--- src/rtl/mult_div_thirtytwo_bit.sv ---
// Iterative 32-bit multiply/divide unit with architectural HI/LO registers.
// Define MULDIV_DIV_EN to build the restoring divider; without it only multiply and MTHI/MTLO run.
module mult_div_thirtytwo_bit (
    input  logic        clk,
    input  logic        reset,
    input  logic        start,
    input  logic [1:0]  op,
    input  logic [31:0] inpA,
    input  logic [31:0] inpB,
    input  logic        hiWrite,
    input  logic        loWrite,
    input  logic [31:0] wrData,
    output logic        busy,
    output logic        done,
    output logic [31:0] hi,
    output logic [31:0] lo,
    output logic        dbg_state
);
    // Handshake: start is taken only while busy=0; busy stays high for the
    // 32 iterations and done pulses exactly once in the cycle HI/LO change.
    typedef enum logic {IDLE = 1'b0, RUN = 1'b1} state_t;

    state_t      state;
    logic [4:0]  count;
    logic        neg_res;
    logic [31:0] mag_m;
    logic [63:0] acc, acc_next, prod;
    logic [32:0] mul_sum;
    logic        a_neg_in, b_neg_in;
    logic [31:0] a_mag_in, b_mag_in;
    logic [31:0] res_hi, res_lo;
`ifdef MULDIV_DIV_EN
    logic        is_div, neg_a, div_zero;
    logic [32:0] div_shift, div_diff;
`endif

    assign dbg_state = state;

    always_comb begin
        a_neg_in = ~op[0] & inpA[31];
        b_neg_in = ~op[0] & inpB[31];
        a_mag_in = a_neg_in ? (~inpA + 32'd1) : inpA;
        b_mag_in = b_neg_in ? (~inpB + 32'd1) : inpB;
    end

    // acc holds {partial product, remaining multiplier} when multiplying and
    // {partial remainder, remaining dividend / quotient bits} when dividing.
    always_comb begin
        mul_sum  = {1'b0, acc[63:32]} + (acc[0] ? {1'b0, mag_m} : 33'd0);
        acc_next = {mul_sum, acc[31:1]};
`ifdef MULDIV_DIV_EN
        div_shift = {acc[63:32], acc[31]};
        div_diff  = div_shift - {1'b0, mag_m};
        if (is_div) begin
            if (!div_diff[32])
                acc_next = {div_diff[31:0], acc[30:0], 1'b1};
            else
                acc_next = {div_shift[31:0], acc[30:0], 1'b0};
        end
`endif
    end

    always_comb begin
        prod   = neg_res ? (~acc_next + 64'd1) : acc_next;
        res_hi = prod[63:32];
        res_lo = prod[31:0];
`ifdef MULDIV_DIV_EN
        // A zero divisor naturally leaves all-ones quotient and the dividend as remainder.
        if (is_div) begin
            res_hi = neg_a ? (~acc_next[63:32] + 32'd1) : acc_next[63:32];
            if (div_zero)
                res_lo = 32'hFFFFFFFF;
            else
                res_lo = neg_res ? (~acc_next[31:0] + 32'd1) : acc_next[31:0];
        end
`endif
    end

    always_ff @(posedge clk or posedge reset) begin
        if (reset) begin
            state   <= IDLE;
            count   <= 5'd0;
            busy    <= 1'b0;
            done    <= 1'b0;
            hi      <= 32'd0;
            lo      <= 32'd0;
            acc     <= 64'd0;
            mag_m   <= 32'd0;
            neg_res <= 1'b0;
`ifdef MULDIV_DIV_EN
            is_div   <= 1'b0;
            neg_a    <= 1'b0;
            div_zero <= 1'b0;
`endif
        end else begin
            done <= 1'b0;
            case (state)
                IDLE: begin
                    if (start) begin
`ifdef MULDIV_DIV_EN
                        state    <= RUN;
                        busy     <= 1'b1;
                        count    <= 5'd0;
                        neg_res  <= a_neg_in ^ b_neg_in;
                        is_div   <= op[1];
                        neg_a    <= a_neg_in;
                        div_zero <= (inpB == 32'd0);
                        if (op[1]) begin
                            mag_m <= b_mag_in;
                            acc   <= {32'd0, a_mag_in};
                        end else begin
                            mag_m <= a_mag_in;
                            acc   <= {32'd0, b_mag_in};
                        end
`else
                        if (op[1]) begin
                            done <= 1'b1;
                        end else begin
                            state   <= RUN;
                            busy    <= 1'b1;
                            count   <= 5'd0;
                            neg_res <= a_neg_in ^ b_neg_in;
                            mag_m   <= a_mag_in;
                            acc     <= {32'd0, b_mag_in};
                        end
`endif
                    end else begin
                        if (hiWrite) hi <= wrData;
                        if (loWrite) lo <= wrData;
                    end
                end
                RUN: begin
                    acc   <= acc_next;
                    count <= count + 5'd1;
                    if (count == 5'd31) begin
                        state <= IDLE;
                        busy  <= 1'b0;
                        done  <= 1'b1;
                        hi    <= res_hi;
                        lo    <= res_lo;
                    end
                end
                default: state <= IDLE;
            endcase
        end
    end
endmodule

--- config.mk ---
export PLATFORM = sky130hd
export DESIGN_NAME = mult_div_thirtytwo_bit
export DESIGN_NICKNAME = d
export VERILOG_FILES = /design/src/rtl/mult_div_thirtytwo_bit.sv
export SDC_FILE = /design/constraint.sdc
export NUM_CORES = 1
export LEC_CHECK = 0
export BUFFER_PORTS_ARGS = -buffer_cell sky130_fd_sc_hd__clkbuf_2
export CAP_MARGIN = 20
export CORE_ASPECT_RATIO = 2
export CORE_UTILIZATION = 24
export CTS_CLUSTER_DIAMETER = 40
export CTS_CLUSTER_SIZE = 16
export DETAILED_ROUTE_END_ITERATION = 6
export PLACE_DENSITY = 0.48
export SLEW_MARGIN = 20
export SYNTH_ARGS = -nofsm -noshare
export SYNTH_HDL_FRONTEND = slang
export SYNTH_SLANG_ARGS = --single-unit
--- constraint.sdc ---
create_clock -name clk -period 6.2 [get_ports clk]
set_clock_uncertainty 0.15 [all_clocks]
set_input_delay 1.24 -clock clk [delete_from_list [all_inputs] [get_ports clk]]
set_output_delay 1.24 -clock clk [all_outputs]
set_load 0.005 [all_outputs]
Word-level counts from Yosys, hierarchy flattened. Index checks and enable logic that the tools add are counted.

Logic and storage cells: 65. Input bits: 103. Flip-flop bits (word level): 169.

Add/sub/neg operators: 5. Equality and inequality tests: 7. Muxes and demuxes: 30. Bitwise gates (word level): 9. Reduce and logical (&&, ||, !) cells: 5.

Operators by type and width (count): $mux 32 (9); $mux 64 (3); $pmux 32 s2 (2); $pmux 64 s2 (1); $add 32x1->32 const B (2); $add 64x1->64 const B (1); $not 32->32 (2); $not 64->64 (1); $add 32x32->33 (1); $reduce_and 3->1 (4); $mux 5 (2); $ne 2x2->1 const B (5); $pmux 5 s2 (1); $mux 1 (9); $pmux 1 s2 (3); $add 5x1->5 const B (1); $eq 5x5->1 const B (1); $not 1->1 (3); $and 1x1->1 (2); $ne 2x1->1 const B (1); $reduce_and 2->1 (1); $xor 1x1->1 (1).

Longest topological paths before layout.
Word-level depth: 7. Mapped depth: 14. Depth with buffers taken out: 13.

Worst setup path before layout. OpenSTA, ideal clock, no wires.

Path kind: reg-to-reg. Start point: register acc[0]. End point: register hi[31]. Cell stages (with the launch flop): 15. Setup time: 0.126 ns. Path buffers: 1. Arrival time: 4.354 ns. Slack: 1.570 ns. Cells stage by stage: dfrtp_1 > clkbuf_1 > and2_1 > ha_1 > fa_1 > a21o_1 > a221o_1 > a211oi_4 > xnor2_1 > or4_4 > or4_4 > nand2b_4 > nor3_1 > or3b_1 > a221o_1.

Cells in the longest elaborated chain, start to end: 7.

Ends and longest elaborated chain: start: declaration (line 27) `logic [63:0] acc, acc_next, prod;`; start signal: assignment (line 124) `acc <= {32'd0, b_mag_in};`; start signal: assignment (line 133) `acc <= acc_next;`; $mux 32 * (line 49) `mul_sum = {1'b0, acc[63:32]} + (acc[0] ? {1'b0, mag_m} : 33'd0);`; $add 32x32->33 * (line 49); $not 64->64 (line 64) `prod = neg_res ? (~acc_next + 64'd1) : acc_next;`; $add 64x1->64 (line 64); $mux 64 * (line 64); $mux 32 * (line 135) `if (count == 5'd31) begin`; $pmux 32 s2 * (line 97) `case (state)`; end signal: assignment (line 128) `if (hiWrite) hi <= wrData;`; end signal: assignment (line 139) `hi <= res_hi;`; end: declaration (line 15) `output logic [31:0] hi,`.

Mark *: on every way between the ends. The rest lies on a longest branch, timed or not. The select of a mux whose other input is x is not followed. A chain may end at the register's enable or synchronous reset.

Worst setup path in the final report. Same ends and word-level chain as after synthesis.

==> metrics.txt <==
worst vdd ir=0.0002301 V; RSZ-0062 raised after global routing=false; Die H=316.6 microns; GRT Total Usage=17.95%; fmax=0.1981 GHz; Tmin final=about 5.0 ns; gp weighted congestion=roughly 0.9; fin. max-slew vios=0; Final period util=about four fifths; I/O pin cnt=between 150 and 200; Pre-antenna DRT Iters=5; fin nets=1722; final hold violation count=0; pin count of the biggest net entering global routing=approximately 100; Synth Area in Adders=4.066%; Power Density=469.6 nW/um^2; storage element area=4233 sq um; Main synth FF type=dfrtp_1; multiplexer area fraction after synthesis=less than 1%; final wirelength=44730 microns; initial antenna violation count=0; Via density=between 5 and 6; Worst Path Arrival=about 5.2 ns; clock buffer depth=2; Synth Warn #=0; CTS sink cnt=169; combinational family with the most area after synthesis=compound AO/OA/AOI/OAI gates; FILL cells=5268; CP Capture Type=flip-flop; Clock Latency Late Sink=about 0.46 ns; PostCTS Resize Cnt=0; DPL Wire Length=35600 microns; FF-to-FF End=hi[31]; DRC Markers=0; xor/xnor share of the synthesized area=10.25%; setup TNS=0 ns; CTS Buf Count=17; Setup WS post-layout=1.153 ns; Core Util, Final=28.43%; relative slew slack=29.41%; ant diodes=0; FF-to-FF setup slack=~1.2 ns; vias in the first global route=11480; grt ovf=0; compound-gate portion of the synthesized area=25.11%; area of the die=between 50000 and 60000 sq um; Initial Util=24.21%; H-tree lvl count=4; post-route ant nets=0; final setup fails=0; Lkg Pwr=6.142 nW; core area=49070 sq um; WS Path Type=reg -> reg; Setup WS pre-CTS=1.159 ns; Hold Path Depth=2; #FFs+latches synth=169; Least-Margin Pin Slew=1.057 ns; WL/cell=20.00 microns; fraction of layout cells with a size suffix above 1=around 15%; DR iter-0 viols=544; status=finished, final reports clean; vias post-DR=about 11000; max cap viols=0; syn avg cell area=8.103 sq um; Area growth syn-to-layout=17.43%; first-pass GRT wire length=68300 microns; Synth Cell Area=11880 sq um; WP data required=6.39 ns; R2R cell count=13; EDFF count, synth=0; Startpoint Class=flip-flop; Syn Inst Count=1466; simple-gate area share of the yosys netlist=20.37%; TritonCTS clock tree=built; Max FO, Critical Path=27; Seq/Total Area, Yosys=between 30% and 40%; post-CTS setup buffers=0; Hold-fix buffers, CTS=0; Yosys cell types=71; Hold EP=mag_m[0]; reg-to-reg startpoint=acc[0]; Multi-input gate area=7248 sq um; buffers added on ports=169; Die Wd=159.3 microns; Reg clk slew, reported paths=0.07 ns; CTS root buf=clkbuf_16; Synth async-reset ratio=100.0%; syn_nets=1607; # rows=115; CP startpoint=acc[0]; class of the worst hold path=reg -> reg; hold wc startpoint=mag_m[0]
## registers in the layout (all words and copies together), names as in the netlist
signal / flops
acc: 64
busy: 1
count: 5
dbg_state: 1
done: 1
hi: 32
lo: 32
mag_m: 32
neg_res: 1
## synth_stat cells, types with 5 or more instances
library cell	count	area (sq um)
a221oi_1	5	43.79
a21oi_1	96	480.5
xnor2_1	50	437.9
nand3_1	19	95.09
mux2i_1	9	90.09
nor2b_1	8	50.05
and2_1	37	231.5
ha_1	37	462.9
a31oi_1	9	56.30
or4_1	9	67.56
o21a_1	9	67.56
xor2_1	89	779.5
o41ai_1	11	96.34
nand2_1	215	807.0
or3_1	17	106.4
inv_1	25	93.84
nor2_1	115	431.7
a21o_1	35	262.8
nor4_1	16	100.1
dfrtp_1	169	4229
o31ai_1	33	247.7
a211oi_1	36	270.3
nor3_1	23	115.1
o21ai_0	185	925.9
o22ai_1	13	81.33
and3_1	10	62.56
buf_1	5	18.77
clkbuf_1	79	296.5
nand2b_1	11	68.82
o211ai_1	5	37.54
nand4_1	15	93.84
## critical path: stages, from the launching register on
cell      delay [ns]
dfrtp_1         0.43
buf_4           0.23
and2_1          0.18
ha_1            0.39
o21ai_0         0.53
nand2_1         0.33
a31oi_1         0.24
xnor2_1         0.18
or4_4           0.60
or4_4           0.57
nand2b_4        0.19
nor3_1          0.22
or3b_1          0.37
a221o_1         0.32
## cells in the final DEF, fill, tap and decap left out, drive strengths merged, types with 5 or more instances in the layout
cell,netlist,layout
nand2,215,215
clkbuf,79,186
o21ai,185,185
dfrtp,169,169
nor2,115,115
a21oi,96,96
xor2,89,89
xnor2,50,50
and2,37,37
ha,37,37
a211oi,37,37
a21o,35,35
o31ai,33,33
inv,25,28
nor3,23,23
nand3,19,19
or3,17,17
nor4,16,16
nand4,15,15
buf,8,14
o22ai,13,13
o41ai,12,12
nand2b,12,12
or4,11,11
and3,10,10
a31oi,9,9
o21a,9,9
mux2i,9,9
nor2b,8,8
clkinv,1,8
a221oi,7,7
o211ai,5,5
## layout make-up
class / count / area share (%)
repair buffers: 183 / 6.906
clock buffers: 17 / 3.050
clock inverters: 15 / 1.238
well taps: 643 / 5.767
inverters: 26 / 0.7355
multi-input cells: 1184 / 51.96
flip-flops and latches: 169 / 30.34
## kinds of logic after synthesis
kind of cell,count (synthesis)
and+or+nand+nor,516
AOI/OAI and AO/OA,480
DFF,169
xor gates and xnor gates,139
buffers and inverters,113
adders and majority gates,38
muxes,11
## where the power goes
group | leakage (nW) | switching (W) | internal [W] | total (W)
clock | 0.284 | 0.000512 | 0.000602 | 0.00111
combinational | 3.75 | 0.00213 | 0.00123 | 0.00335
sequential | 2.11 | 0.000489 | 0.00159 | 0.00208
## worst max-delay path by stage
stage	endpoint	cells past startpoint	slack, ns
2_1_floorplan	acc[0]	1	0.23
3_3_place_gp	hi[31]	13	1.23
3_5_place_dp	hi[31]	13	1.16
4_1_cts	hi[31]	13	1.13
5_1_grt	hi[31]	13	0.95
6_report	hi[31]	13	1.15
## per-stage QoR
stage	instances	instance area (sq um)	hold WS, ns	total power [W]
4_1_cts	2237	13940	0.3323	0.006614
3_3_place_gp	2205	13350	0.3080	0.005429
2_1_floorplan	1466	11880	0.2918	0.004179
5_1_grt	2237	13950	0.3444	0.007074
3_5_place_dp	2205	13350	0.3157	0.005480
6_report	2237	13950	0.3228	0.006551
## routing by layer
| layer | track usage, % | up-vias | part of all wire (%) |
|---|---|---|---|
| met5 | 0 | - | 0 |
| met4 | 9.506 | 0 | 4.9 |
| met3 | 2.721 | 73 | 3.2 |
| met2 | 34.92 | 280 | 55 |
| met1 | 18.26 | 5378 | 37 |
| li1 | - | 5476 | - |
Note: power is estimated with default switching activity, not from simulation.
